===== src/rtl/pipe_ctrl_unit_pkg.sv =====
`default_nettype none
// ============================================================================
//  Module      : pipe_ctrl_unit_pkg
//  Description : Shared opcode/funct codes, ALU/extender encodings, pipeline
//                control bundle types and FSM state type for pipe_ctrl_unit.
//  Revision    : 1.0 - initial release
// ============================================================================
package pipe_ctrl_unit_pkg;

    // Primary opcodes, instr[31:26]
    localparam logic [5:0] c_OP_RTYPE = 6'h00,
                           c_OP_J     = 6'h02,
                           c_OP_BEQ   = 6'h04,
                           c_OP_BNE   = 6'h05,
                           c_OP_ADDI  = 6'h08,
                           c_OP_ORI   = 6'h0D,
                           c_OP_LUI   = 6'h0F,
                           c_OP_LW    = 6'h23,
                           c_OP_SW    = 6'h2B;

    // R-type function codes, instr[5:0]
    localparam logic [5:0] c_FN_SLL   = 6'h00,
                           c_FN_SRL   = 6'h02,
                           c_FN_SRA   = 6'h03,
                           c_FN_BREAK = 6'h0D,
                           c_FN_ADDU  = 6'h21,
                           c_FN_SUBU  = 6'h23,
                           c_FN_AND   = 6'h24,
                           c_FN_OR    = 6'h25,
                           c_FN_XOR   = 6'h26,
                           c_FN_SLT   = 6'h2A;

    // ALU operation codes; ADDU is zero so a bubble is an all-zero bundle
    localparam int unsigned c_ALUOP_ADDU = 0,
                            c_ALUOP_ADD  = 1,
                            c_ALUOP_SUBU = 2,
                            c_ALUOP_SLT  = 3,
                            c_ALUOP_AND  = 4,
                            c_ALUOP_OR   = 5,
                            c_ALUOP_XOR  = 6,
                            c_ALUOP_SLL  = 7,
                            c_ALUOP_SRL  = 8,
                            c_ALUOP_SRA  = 9;

    // Immediate extender selects
    localparam int unsigned c_EXT_ZERO    = 0,
                            c_EXT_SIGNED  = 1,
                            c_EXT_HIGHPOS = 2;

    // Run / drain-after-BREAK / halted
    typedef enum logic [1:0] {
        ST_RUN    = 2'd0,
        ST_DRAIN  = 2'd1,
        ST_HALTED = 2'd2
    } pcu_state_e;

    // Single-bit controls decoded in ID and carried into EX
    typedef struct packed {
        logic regw;
        logic mem2r;
        logic memr;
        logic memw;
        logic branch;
        logic nbranch;
        logic alusrc;
        logic alushift;
    } ctrl_flags_t;

    // Controls still needed once the instruction has left EX
    typedef struct packed {
        logic regw;
        logic mem2r;
        logic memr;
        logic memw;
    } mem_flags_t;

    // Controls still needed in write-back
    typedef struct packed {
        logic regw;
        logic mem2r;
    } wb_flags_t;

    localparam ctrl_flags_t c_CTRL_BUBBLE = '0;

endpackage
`default_nettype wire


===== src/rtl/pipe_ctrl_unit_ctrl_decode.sv =====
`default_nettype none
// ============================================================================
//  Module      : pipe_ctrl_unit_ctrl_decode
//  Description : Purely combinational ID-stage decoder (ctrl_decode): maps
//                opcode/funct to a control bundle, flags J / BREAK / illegal.
//  Revision    : 1.0 - initial release
// ============================================================================
module pipe_ctrl_unit_ctrl_decode
    import pipe_ctrl_unit_pkg::*;
#(
    parameter int ALUOP_W = 5,
    parameter int EXT_W   = 2,
    parameter int RA_W    = 5
) (
    input  logic               i_valid,
    input  logic [5:0]         i_opcode,
    input  logic [5:0]         i_funct,
    input  logic [RA_W-1:0]    i_rt,
    input  logic [RA_W-1:0]    i_rd,
    output ctrl_flags_t        o_flags,
    output logic [ALUOP_W-1:0] o_aluctrl,
    output logic [EXT_W-1:0]   o_extop,
    output logic [RA_W-1:0]    o_wreg,
    output logic               o_jump,
    output logic               o_brk,
    output logic               o_illegal
);

    logic            w_regdst;
    logic [RA_W-1:0] w_dest;

    // Decode the instruction in ID; anything unrecognised leaves the bubble defaults
    always_comb begin
        o_flags   = c_CTRL_BUBBLE;
        o_aluctrl = ALUOP_W'(c_ALUOP_ADDU);
        o_extop   = EXT_W'(c_EXT_ZERO);
        o_wreg    = '0;
        o_jump    = 1'b0;
        o_brk     = 1'b0;
        o_illegal = 1'b0;
        w_regdst  = 1'b0;
        w_dest    = '0;
        if (i_valid) begin
            case (i_opcode)
                c_OP_RTYPE: begin
                    w_regdst     = 1'b1;
                    o_flags.regw = 1'b1;
                    case (i_funct)
                        c_FN_ADDU: o_aluctrl = ALUOP_W'(c_ALUOP_ADDU);
                        c_FN_SUBU: o_aluctrl = ALUOP_W'(c_ALUOP_SUBU);
                        c_FN_SLT:  o_aluctrl = ALUOP_W'(c_ALUOP_SLT);
                        c_FN_AND:  o_aluctrl = ALUOP_W'(c_ALUOP_AND);
                        c_FN_OR:   o_aluctrl = ALUOP_W'(c_ALUOP_OR);
                        c_FN_XOR:  o_aluctrl = ALUOP_W'(c_ALUOP_XOR);
                        c_FN_SLL: begin
                            o_flags.alushift = 1'b1;
                            o_aluctrl        = ALUOP_W'(c_ALUOP_SLL);
                        end
                        c_FN_SRL: begin
                            o_flags.alushift = 1'b1;
                            o_aluctrl        = ALUOP_W'(c_ALUOP_SRL);
                        end
                        c_FN_SRA: begin
                            o_flags.alushift = 1'b1;
                            o_aluctrl        = ALUOP_W'(c_ALUOP_SRA);
                        end
                        c_FN_BREAK: begin
                            o_flags.regw = 1'b0;
                            o_brk        = 1'b1;
                        end
                        default: begin
                            o_flags.regw = 1'b0;
                            o_illegal    = 1'b1;
                        end
                    endcase
                end
                c_OP_ORI: begin
                    o_flags.regw   = 1'b1;
                    o_flags.alusrc = 1'b1;
                    o_aluctrl      = ALUOP_W'(c_ALUOP_OR);
                    o_extop        = EXT_W'(c_EXT_ZERO);
                end
                c_OP_LUI: begin
                    // rs is $0 for LUI, so rs + (imm << 16) yields the result
                    o_flags.regw   = 1'b1;
                    o_flags.alusrc = 1'b1;
                    o_aluctrl      = ALUOP_W'(c_ALUOP_ADDU);
                    o_extop        = EXT_W'(c_EXT_HIGHPOS);
                end
                c_OP_ADDI: begin
                    o_flags.regw   = 1'b1;
                    o_flags.alusrc = 1'b1;
                    o_aluctrl      = ALUOP_W'(c_ALUOP_ADD);
                    o_extop        = EXT_W'(c_EXT_SIGNED);
                end
                c_OP_LW: begin
                    o_flags.regw   = 1'b1;
                    o_flags.mem2r  = 1'b1;
                    o_flags.memr   = 1'b1;
                    o_flags.alusrc = 1'b1;
                    o_extop        = EXT_W'(c_EXT_SIGNED);
                end
                c_OP_SW: begin
                    o_flags.memw   = 1'b1;
                    o_flags.alusrc = 1'b1;
                    o_extop        = EXT_W'(c_EXT_SIGNED);
                end
                c_OP_BEQ: begin
                    o_flags.branch = 1'b1;
                    o_aluctrl      = ALUOP_W'(c_ALUOP_SUBU);
                    o_extop        = EXT_W'(c_EXT_SIGNED);
                end
                c_OP_BNE: begin
                    o_flags.nbranch = 1'b1;
                    o_aluctrl       = ALUOP_W'(c_ALUOP_SUBU);
                    o_extop         = EXT_W'(c_EXT_SIGNED);
                end
                c_OP_J: begin
                    // Resolved in ID; the J itself travels on as a bubble
                    o_jump = 1'b1;
                end
                default: begin
                    o_illegal = 1'b1;
                end
            endcase
            // Writes to $0 are dropped; wreg is only meaningful when regw is set
            w_dest = w_regdst ? i_rd : i_rt;
            if (o_flags.regw && (w_dest != '0)) begin
                o_wreg = w_dest;
            end else begin
                o_flags.regw = 1'b0;
            end
        end
    end

endmodule
`default_nettype wire


===== src/rtl/pipe_ctrl_unit.sv =====
`default_nettype none
// ============================================================================
//  Module      : pipe_ctrl_unit
//  Description : Pipelined MIPS control unit. Carries decoded controls through
//                ID/EX, EX/MEM, MEM/WB; handles load-use stalls, branch/jump
//                squash and the BREAK drain-then-halt sequence.
//  Revision    : 1.0 - initial release
// ============================================================================
module pipe_ctrl_unit
    import pipe_ctrl_unit_pkg::*;
#(
    parameter int ALUOP_W  = 5,
    parameter int EXT_W    = 2,
    parameter int RA_W     = 5,
    parameter int DRAIN    = 3,
    parameter int ILLCNT_W = 8
) (
    input  logic                clk,
    input  logic                rst,
    input  logic                id_valid,
    input  logic [5:0]          id_opcode,
    input  logic [5:0]          id_funct,
    input  logic [RA_W-1:0]     id_rs,
    input  logic [RA_W-1:0]     id_rt,
    input  logic [RA_W-1:0]     id_rd,
    input  logic                ex_zero,
    output logic                ifid_en,
    output logic                ifid_flush,
    output logic                pc_jump,
    output logic                pc_branch,
    output logic                ex_alusrc,
    output logic                ex_alushift,
    output logic [ALUOP_W-1:0]  ex_aluctrl,
    output logic [EXT_W-1:0]    ex_extop,
    output logic [RA_W-1:0]     ex_wreg,
    output logic                mem_memr,
    output logic                mem_memw,
    output logic                wb_regw,
    output logic                wb_mem2r,
    output logic [RA_W-1:0]     wb_wreg,
    output logic                halted,
    output logic                illegal,
    output logic [ILLCNT_W-1:0] illegal_cnt
);

    // Counter sized so that DRAIN-1 always fits, including DRAIN == 1
    localparam int                 c_CNT_W      = $clog2(DRAIN + 1);
    localparam logic [c_CNT_W-1:0] c_DRAIN_LOAD = c_CNT_W'(DRAIN - 1);

    // ID-stage decode results
    ctrl_flags_t        w_dec_flags;
    logic [ALUOP_W-1:0] w_dec_aluctrl;
    logic [EXT_W-1:0]   w_dec_extop;
    logic [RA_W-1:0]    w_dec_wreg;
    logic               w_dec_jump;
    logic               w_dec_brk;
    logic               w_dec_illegal;

    // Stage registers
    ctrl_flags_t        r_ex_flags;
    logic [ALUOP_W-1:0] r_ex_aluctrl;
    logic [EXT_W-1:0]   r_ex_extop;
    logic [RA_W-1:0]    r_ex_wreg;
    mem_flags_t         r_mem_flags;
    logic [RA_W-1:0]    r_mem_wreg;
    wb_flags_t          r_wb_flags;
    logic [RA_W-1:0]    r_wb_wreg;

    // Control FSM and bookkeeping
    pcu_state_e          r_state;
    pcu_state_e          w_state_nxt;
    logic [c_CNT_W-1:0]  r_drain_cnt;
    logic [c_CNT_W-1:0]  w_drain_cnt_nxt;
    logic [ILLCNT_W-1:0] r_ill_cnt;

    // Hazard / redirect terms
    logic w_run;
    logic w_pc_branch;
    logic w_loaduse;
    logic w_stall;
    logic w_jump_go;
    logic w_brk_go;
    logic w_ex_bubble;

    pipe_ctrl_unit_ctrl_decode #(
        .ALUOP_W (ALUOP_W),
        .EXT_W   (EXT_W),
        .RA_W    (RA_W)
    ) u_ctrl_decode (
        .i_valid   (id_valid),
        .i_opcode  (id_opcode),
        .i_funct   (id_funct),
        .i_rt      (id_rt),
        .i_rd      (id_rd),
        .o_flags   (w_dec_flags),
        .o_aluctrl (w_dec_aluctrl),
        .o_extop   (w_dec_extop),
        .o_wreg    (w_dec_wreg),
        .o_jump    (w_dec_jump),
        .o_brk     (w_dec_brk),
        .o_illegal (w_dec_illegal)
    );

    // Resolve redirects and stalls; taken branch beats load-use, which beats jump
    always_comb begin
        w_run       = (r_state == ST_RUN);
        w_pc_branch = (r_ex_flags.branch & ex_zero) | (r_ex_flags.nbranch & ~ex_zero);
        w_loaduse   = r_ex_flags.memr && (r_ex_wreg != '0) &&
                      ((r_ex_wreg == id_rs) || (r_ex_wreg == id_rt));
        w_stall     = w_loaduse & ~w_pc_branch;
        w_jump_go   = w_run & w_dec_jump & ~w_pc_branch & ~w_loaduse;
        w_brk_go    = w_run & w_dec_brk & ~w_pc_branch & ~w_loaduse;
        w_ex_bubble = ~w_run | w_pc_branch | w_loaduse;
    end

    assign pc_branch   = w_pc_branch;
    assign pc_jump     = w_jump_go;
    assign ifid_flush  = w_pc_branch | w_jump_go;
    // Hold the front end on a stall, while accepting BREAK, and once draining/halted
    assign ifid_en     = w_run & ~w_stall & ~w_brk_go;
    // A held (stalled) or squashed instruction must not be reported twice
    assign illegal     = w_dec_illegal & w_run & ~w_pc_branch & ~w_stall;
    assign illegal_cnt = r_ill_cnt;
    assign halted      = (r_state == ST_HALTED);

    assign ex_alusrc   = r_ex_flags.alusrc;
    assign ex_alushift = r_ex_flags.alushift;
    assign ex_aluctrl  = r_ex_aluctrl;
    assign ex_extop    = r_ex_extop;
    assign ex_wreg     = r_ex_wreg;
    assign mem_memr    = r_mem_flags.memr;
    assign mem_memw    = r_mem_flags.memw;
    assign wb_regw     = r_wb_flags.regw;
    assign wb_mem2r    = r_wb_flags.mem2r;
    assign wb_wreg     = r_wb_wreg;

    // Next state of the BREAK drain sequencer
    always_comb begin
        w_state_nxt     = r_state;
        w_drain_cnt_nxt = r_drain_cnt;
        case (r_state)
            ST_RUN: begin
                if (w_brk_go) begin
                    w_state_nxt     = ST_DRAIN;
                    w_drain_cnt_nxt = c_DRAIN_LOAD;
                end
            end
            ST_DRAIN: begin
                if (r_drain_cnt == '0) begin
                    w_state_nxt = ST_HALTED;
                end else begin
                    w_drain_cnt_nxt = r_drain_cnt - c_CNT_W'(1);
                end
            end
            ST_HALTED: begin
                w_state_nxt = ST_HALTED;
            end
            default: begin
                w_state_nxt     = ST_RUN;
                w_drain_cnt_nxt = '0;
            end
        endcase
    end

    // FSM state and drain counter registers
    always_ff @(posedge clk) begin
        if (rst) begin
            r_state     <= ST_RUN;
            r_drain_cnt <= '0;
        end else begin
            r_state     <= w_state_nxt;
            r_drain_cnt <= w_drain_cnt_nxt;
        end
    end

    // Advance control bundles ID->EX->MEM->WB, injecting bubbles into EX when needed
    always_ff @(posedge clk) begin
        if (rst) begin
            r_ex_flags   <= c_CTRL_BUBBLE;
            r_ex_aluctrl <= ALUOP_W'(c_ALUOP_ADDU);
            r_ex_extop   <= EXT_W'(c_EXT_ZERO);
            r_ex_wreg    <= '0;
            r_mem_flags  <= '0;
            r_mem_wreg   <= '0;
            r_wb_flags   <= '0;
            r_wb_wreg    <= '0;
        end else begin
            if (w_ex_bubble) begin
                r_ex_flags   <= c_CTRL_BUBBLE;
                r_ex_aluctrl <= ALUOP_W'(c_ALUOP_ADDU);
                r_ex_extop   <= EXT_W'(c_EXT_ZERO);
                r_ex_wreg    <= '0;
            end else begin
                r_ex_flags   <= w_dec_flags;
                r_ex_aluctrl <= w_dec_aluctrl;
                r_ex_extop   <= w_dec_extop;
                r_ex_wreg    <= w_dec_wreg;
            end
            r_mem_flags.regw  <= r_ex_flags.regw;
            r_mem_flags.mem2r <= r_ex_flags.mem2r;
            r_mem_flags.memr  <= r_ex_flags.memr;
            r_mem_flags.memw  <= r_ex_flags.memw;
            r_mem_wreg        <= r_ex_wreg;
            r_wb_flags.regw   <= r_mem_flags.regw;
            r_wb_flags.mem2r  <= r_mem_flags.mem2r;
            r_wb_wreg         <= r_mem_wreg;
        end
    end

    // Saturating count of reported illegal instructions
    always_ff @(posedge clk) begin
        if (rst) begin
            r_ill_cnt <= '0;
        end else if (illegal && (r_ill_cnt != '1)) begin
            r_ill_cnt <= r_ill_cnt + ILLCNT_W'(1);
        end
    end

endmodule
`default_nettype wire


===== config.mk =====
export PLATFORM = sky130hd
export DESIGN_NAME = pipe_ctrl_unit
export DESIGN_NICKNAME = d
export VERILOG_FILES = /design/src/rtl/pipe_ctrl_unit_pkg.sv /design/src/rtl/pipe_ctrl_unit_ctrl_decode.sv /design/src/rtl/pipe_ctrl_unit.sv
export SDC_FILE = /design/constraint.sdc
export NUM_CORES = 1
export LEC_CHECK = 0
export ABC_AREA = 1
export CELL_PAD_IN_SITES_DETAIL_PLACEMENT = 1
export CELL_PAD_IN_SITES_GLOBAL_PLACEMENT = 2
export CORE_UTILIZATION = 22
export DETAILED_ROUTE_END_ITERATION = 6
export GPL_TIMING_DRIVEN = 0
export PLACE_DENSITY = 0.73
export SLEW_MARGIN = 25
export SYNTH_ARGS = -nofsm -noshare
export SYNTH_HDL_FRONTEND = slang
export SYNTH_SLANG_ARGS = --single-unit

===== constraint.sdc =====
create_clock -name clk -period 1.6 [get_ports clk]
set_clock_uncertainty 0.05 [all_clocks]
set_input_delay 0.32 -clock clk [delete_from_list [all_inputs] [get_ports clk]]
set_output_delay 0.32 -clock clk [all_outputs]
set_load 0.02 [all_outputs]

# Word level (Yosys, flattened, before mapping)
# Cells that the tools add are included.
[word_totals]
elab_cells = 130
regBits = 48
input_bits = 31
[classes]
bitwise_logic = 28
n_mux = 29
reduce_logical = 24
eq_ne = 25
addsub = 2
[op_table]
columns = ["operator", "n"]
rows = [
  ["$eq A6 B6 Y1 const B", 8],
  ["$pmux W4 S8", 1],
  ["$eq A6 B4 Y1 const B", 4],
  ["$pmux W5 S4", 1],
  ["$eq A6 B2 Y1 const B", 3],
  ["$mux W1", 16],
  ["$and A1 B1 Y1", 14],
  ["$eq A6 B3 Y1 const B", 2],
  ["$logic_not A6 Y1", 2],
  ["$pmux W2 S3", 2],
  ["$reduce_or A4 Y1", 3],
  ["$eq A5 B5 Y1", 2],
  ["$mux W2", 5],
  ["$not A1 Y1", 10],
  ["$reduce_bool A5 Y1", 2],
  ["$reduce_or A10 Y1", 1],
  ["$reduce_or A5 Y1", 2],
  ["$reduce_or A9 Y1", 1],
  ["$add A8 B1 Y8 const B", 1],
  ["$ne A8 B8 Y1 const B", 1],
  ["$reduce_or A8 Y1", 1],
  ["$reduce_or A3 Y1", 2],
  ["$mux W5", 1],
  ["$logic_and A1 B1 Y1", 4],
  ["13 further kinds", 19],
]

# Longest topological paths before layout
[logic_depth]
ltp_word = 9
ltp_mapped = 12
mapped_depth_nobuf = 12

# Modules after synthesis
# Synthesis repeated with hierarchy kept, for this count alone.
[unflattened]
hier_cells = 416
area_unflattened_um2 = 2630.0
[modules_own_cells]
columns = ["mod", "cells_per_inst", "seq_area_each_um2", "instances", "area_each_um2"]
rows = [
  ["pipe_ctrl_unit", 286, 960.9, 1, 2019.4],
  ["pipe_ctrl_unit_ctrl_decode", 130, 0.0, 1, 610.6],
]

# Worst setup path before layout
# Ideal clock, no wire load.
[synth_timing]
path_type = "register to output"
startpoint = "reg r_state[0]"
endpoint = "out ifid_flush"
n_path_buf = 0
path_stages_with_launch = 9
arrival_ns = 1.748
path_slack_ns = -0.518
path_cell_list = "dfxtp_1 -> inv_1 -> ha_1 -> inv_1 -> nor3b_1 -> inv_1 -> a21oi_4 -> inv_1 -> o21ai_0"
[synth_between]
elab_chain_len = 5
[synth_lines]
columns = ["item", "line_no", "source"]
rows = [
  ["start, declared", "pipe_ctrl_unit.sv:70", "pcu_state_e r_state;"],
  ["start signal, assigned", "pipe_ctrl_unit.sv:171", "r_state <= w_state_nxt;"],
  ["$logic_not A2 Y1", "pipe_ctrl_unit.sv:106", "w_run = (r_state == ST_RUN);"],
  ["$and A1 B1 Y1 (3 in a row)", "pipe_ctrl_unit.sv:111", "w_jump_go = w_run & w_dec_jump & ~w_pc_branch & ~w_loaduse;"],
  ["$or A1 B1 Y1", "pipe_ctrl_unit.sv:118", "assign ifid_flush = w_pc_branch | w_jump_go;"],
  ["end, declared", "pipe_ctrl_unit.sv:28", "output logic ifid_flush,"],
]
# No other way between the ends.

# Worst setup path in the final report
[layout_timing]
startpoint = "in id_rt[4]"
endpoint = "out ifid_en"
[layout_between]
elab_chain_len = 7
[layout_lines]
columns = ["item", "line_no", "source"]
rows = [
  ["start, declared", "pipe_ctrl_unit.sv:24", "input logic [RA_W-1:0] id_rt,"],
  ["$eq A5 B5 Y1 *", "pipe_ctrl_unit.sv:109", "((r_ex_wreg == id_rs) || (r_ex_wreg == id_rt));"],
  ["$logic_or A1 B1 Y1 *", "pipe_ctrl_unit.sv:109", ""],
  ["$logic_and A1 B1 Y1 *", "pipe_ctrl_unit.sv:108", "w_loaduse = r_ex_flags.memr && (r_ex_wreg != '0) &&"],
  ["$and A1 B1 Y1 or $not A1 Y1 (tied branches)", "pipe_ctrl_unit.sv:110, pipe_ctrl_unit.sv:112", ""],
  ["$not A1 Y1 or $and A1 B1 Y1 (tied branches)", "pipe_ctrl_unit.sv:120, pipe_ctrl_unit.sv:112", ""],
  ["$and A1 B1 Y1 or $not A1 Y1 (tied branches)", "pipe_ctrl_unit.sv:120", "assign ifid_en = w_run & ~w_stall & ~w_brk_go;"],
  ["$and A1 B1 Y1 *", "pipe_ctrl_unit.sv:120", ""],
  ["end, declared", "pipe_ctrl_unit.sv:27", "output logic ifid_en,"],
]
# Mark *: on every way between the ends. The rest lies on a longest branch, timed or not.

==> impl_table.tex <==
\begin{tabular}{lr}
\hline
Metric & Value \\
\hline
\multicolumn{2}{l}{\textbf{Floorplan}} \\
Die boundary width & 104 um \\
Effective utilization at floorplan & 23.1\% \\
DIE HEIGHT & 104 um \\
Die Footprint & 10800 sq um \\
Row Count & 36 \\
Number of placed I/O pins & 68 \\
Standard cell core area & 9910 sq um \\
\multicolumn{2}{l}{\textbf{Finish}} \\
Area of all placed cells without fillers & 3760 sq um \\
Growth of design area from synthesis to finish & 64.5\% \\
Fill cell total of the finished layout & 1231 \\
Post-route insts no fill & 565 \\
Fraction of final layout cells with drive strength greater than 1 & 31.9\% \\
Final net count & 467 \\
Number of diodes added for antenna fixing & 0 \\
Post-route core utilization & 37.9\% \\
\multicolumn{2}{l}{\textbf{Synthesis}} \\
Sequential-to-total area share from yosys stat & 39.4\% \\
Post-synthesis register bit count & 45 \\
Mapped Cells & 329 \\
Avg Inst Size Synth & 6.94 sq um \\
Post-synth design cell area & 2280 sq um \\
Warnings from Yosys & 0 \\
Unique masters post-synth & 36 \\
Synthesized net count & 365 \\
\multicolumn{2}{l}{\textbf{Timing}} \\
Final Max Slew Viols & 0 \\
Timing-limited maximum frequency & 0.478 GHz \\
Final Hold Violating Endpoints & 0 \\
Unrepaired setup endpoints after global routing & yes \\
Setup Viol. Count Final & 34 \\
Tcrit/Tclk final & 131\% \\
Setup slack of the critical path after layout & -0.491 ns \\
Final period demand of the worst path & 2.09 ns \\
\multicolumn{2}{l}{\textbf{Routing}} \\
Total detailed-routing wirelength & 7190 um \\
Post-DR vias/cell & 4.30 \\
DRC violation count after routing & 0 \\
1st-iter DRT viols & 21 \\
Antenna Nets Post-Route & 0 \\
Detail-routed net length per standard cell & 12.7 um \\
DR vias & 2431 \\
Drt pass-1 iters & 4 \\
\multicolumn{2}{l}{\textbf{Critical path}} \\
CP Max Fanout & 3 \\
Crit path max-delay cell type & sky130\_fd\_sc\_hd\_\_clkdlybuf4s50\_1 \\
Startpoint kind of the worst setup timing path & primary input \\
Critical Path End Type & output pin \\
Required time of the worst setup path & 1.23 ns \\
Worst EP arrival & 1.72 ns \\
Maximum single-stage delay on the critical path & 0.52 ns \\
Sequence of cells on the critical path & clkdlybuf4s50\_1 > xnor2\_1 > nand3\_1 > nand2\_4 > nand2\_4 > nand2\_4 > nand2\_4 > a31oi\_4 > buf\_6 \\
Most repeated library cell on the critical path & sky130\_fd\_sc\_hd\_\_nand2\_4 \\
Worst Setup Path Type & primary input to output pin \\
\multicolumn{2}{l}{\textbf{Run status}} \\
Outcome & finished, violations left \\
Failing checks & negative setup slack \\
\multicolumn{2}{l}{\textbf{Power and ir drop}} \\
Switching power total & 0.627 mW \\
Clock group share of total power & 31.8\% \\
Lkg Pwr & 1.82 nW \\
Power per cell area & 587 nW/um\^{}2 \\
Combinational Power Share & 16.8\% \\
Internal power & 1.58 mW \\
Part of the total power dissipated in sequential elements & 51.3\% \\
Max rail drop VDD & 0.293 mV \\
Fraction of power spent switching nets & 28.4\% \\
\multicolumn{2}{l}{\textbf{Global routing}} \\
Pin count of the biggest net entering global routing & 15 \\
Initial antenna violation count & 0 \\
Vias in the first global route & 2603 \\
Global-route total usage across every layer & 14.0\% \\
Total gr overflow & 0 \\
First-pass GRT wire length & 12400 um \\
\multicolumn{2}{l}{\textbf{Worst hold path}} \\
Worst Hold Class & primary input to register \\
\multicolumn{2}{l}{\textbf{Clocking}} \\
Root buffer cell & sky130\_fd\_sc\_hd\_\_clkbuf\_8 \\
Number of H-tree levels & 2 \\
Clock insertion delay at the later pin of the skew report & 0.30 ns \\
Hold Buf Count CTS & 0 \\
Number of clock sinks & 45 \\
Number of buffers between clock root and the deepest sink & 2 \\
Cts bufs inserted & 5 \\
Clk pin slew, worst setup/hold paths & 0.09 ns \\
TritonCTS clock tree & built \\
\multicolumn{2}{l}{\textbf{Place}} \\
Area post-placement & 3190 sq um \\
Dpl hpwl & 5350 um \\
Routability-driven placement congestion ratio & 0.790 \\
Post-Place Cells & 527 \\
Number of I/O port buffers & 65 \\
Post-placement worst setup slack & -1.35 ns \\
\multicolumn{2}{l}{\textbf{Job}} \\
Total of max-cap violations & 0 \\
\hline
\end{tabular}
-- path summary, 6_finish.rpt --
| check | from | endpoint | slack, ns | cells past startpoint |
|---|---|---|---|---|
| worst min register to register | r_mem_wreg[2] | wb_wreg[2] | 0.36 | 2 |
| worst max-delay path | id_rt[4] | ifid_en | -0.49 | 9 |
| worst max register to register | r_state[0] | illegal_cnt[5] | -0.19 | 11 |
| worst min-delay path | id_opcode[2] | r_ex_flags[3] | 0.32 | 3 |
-- layer usage --
metal  part of all wire, %  track usage (%)  vias up
li1                      -                -     1243
met1                    45             17.0     1129
met2                    50             25.0       52
met3                   4.6             3.32        7
met4                  0.74             2.76        0
met5                     0                0        -
-- layout by cell type (no fill, tap or decap), types with 4 or more instances in the layout --
cell type and instances:
sky130_fd_sc_hd__nand2_1 59, sky130_fd_sc_hd__inv_1 41, sky130_fd_sc_hd__nor2_1 40, sky130_fd_sc_hd__dfxtp_1 38, sky130_fd_sc_hd__dlygate4sd2_1 37, sky130_fd_sc_hd__buf_4 23, sky130_fd_sc_hd__nor2_2 13, sky130_fd_sc_hd__nand3_1 13
sky130_fd_sc_hd__nand4_1 11, sky130_fd_sc_hd__inv_2 10, sky130_fd_sc_hd__a21oi_1 10, sky130_fd_sc_hd__buf_6 9, sky130_fd_sc_hd__nand2_2 8, sky130_fd_sc_hd__clkdlybuf4s50_1 8, sky130_fd_sc_hd__dlymetal6s2s_1 8, sky130_fd_sc_hd__nor3_2 6
sky130_fd_sc_hd__xnor2_1 5, sky130_fd_sc_hd__nand2_4 5, sky130_fd_sc_hd__nor2_4 5, sky130_fd_sc_hd__nand3_4 5, sky130_fd_sc_hd__a21oi_2 5, sky130_fd_sc_hd__clkbuf_8 5, sky130_fd_sc_hd__dfxtp_4 5, sky130_fd_sc_hd__buf_2 5
sky130_fd_sc_hd__nand3_2 4, sky130_fd_sc_hd__ha_1 4
-- stage by stage --
| step | setup TNS [ns] | hold slack [ns] | total power [mW] |
|---|---|---|---|
| 6_report | -4.84 | 0.320 | 2.20 |
| 5_1_grt | -7.57 | 0.317 | 2.33 |
| 4_1_cts | -2.85 | 0.310 | 2.21 |
| 3_5_place_dp | -26.37 | 0.345 | 1.47 |
| 3_3_place_gp | -25.22 | 0.343 | 1.47 |
| 2_1_floorplan | -0.304 | 0.338 | 1.32 |
-- power groups by stage --
| stage | logic, mW | registers [mW] | clock network [mW] |
|---|---|---|---|
| floorplan | 0.152 | 1.17 | 0 |
| global placement | 0.312 | 1.16 | 0 |
| detailed placement | 0.316 | 1.16 | 0 |
| CTS | 0.345 | 1.13 | 0.734 |
| global route | 0.409 | 1.13 | 0.787 |
| finish | 0.371 | 1.13 | 0.702 |
-- cell type report --
| type | instances | area, sq um | share of cell area, % |
|---|---|---|---|
| Multi-Input combinational cell | 226 | 1480 | 39.4 |
| Sequential cell | 45 | 922 | 24.5 |
| Timing Repair Buffer | 94 | 852 | 22.7 |
| Inverter | 54 | 215 | 5.73 |
| Tap cell | 133 | 166 | 4.43 |
| Clock buffer | 5 | 68.8 | 1.83 |
| Buffer | 5 | 33.8 | 0.899 |
| Clock inverter | 3 | 17.5 | 0.466 |
-- critical path, delay by kind of cell --
family,cells,cell delay [ns]
XOR/XNOR,1,0.14
buffers and inverters,2,0.66
AND/OR/NAND/NOR,5,0.44
AO/OA/AOI/OAI,1,0.15
-- what timing repair did --
| action | in CTS | in global routing |
|---|---|---|
| gates resized for setup | 129 | 52 |
| pin swaps | 26 | 16 |
| setup endpoints to repair | 58 | 44 |
| cloned | 1 | 0 |
| buffers inserted | 20 | 10 |
-- kinds of logic after synthesis --
group                    Yosys count  share of synthesized area (%)
AND/OR/NAND/NOR                  181                           36.9
XOR/XNOR                           8                           3.07
other                              1                          0.164
buffers and inverters             59                           10.2
flip-flops                        45                           39.4
AO/OA/AOI/OAI                     30                           7.50
adder cells (fa/ha/maj)            5                           2.74
-- registers in the layout, summed over array words and instances (netlist names), 2 cells and up --
register,flops
ex_extop,2
r_mem_flags,2
r_mem_wreg,5
ex_wreg,5
illegal_cnt,8
ex_aluctrl,4
r_drain_cnt,2
r_state,2
r_ex_flags,5
wb_wreg,5
-- cell usage after synthesis (all sizes together) --
cell type	count	area, sq um
inv	53	199
nor2	58	230
nand2	74	290
o211ai	1	7.51
dfxtp	45	901
nor4	4	31.3
or2	1	6.26
buf	2	18.8
nor3b	3	22.5
nand3	21	128
a31oi	1	6.26
a21oi	17	96.4
clkinv	1	5.00
o31ai	1	7.51
clkbuf	3	11.3
nor3	8	45.0
a211oi	1	7.51
o22ai	1	6.26
xor2	3	26.3
nand4	11	68.8
conb	1	3.75
xnor2	5	43.8
ha	5	62.6
nand3b	1	20.0
o21ai	8	40.0
(Power assumes the default switching activity.)
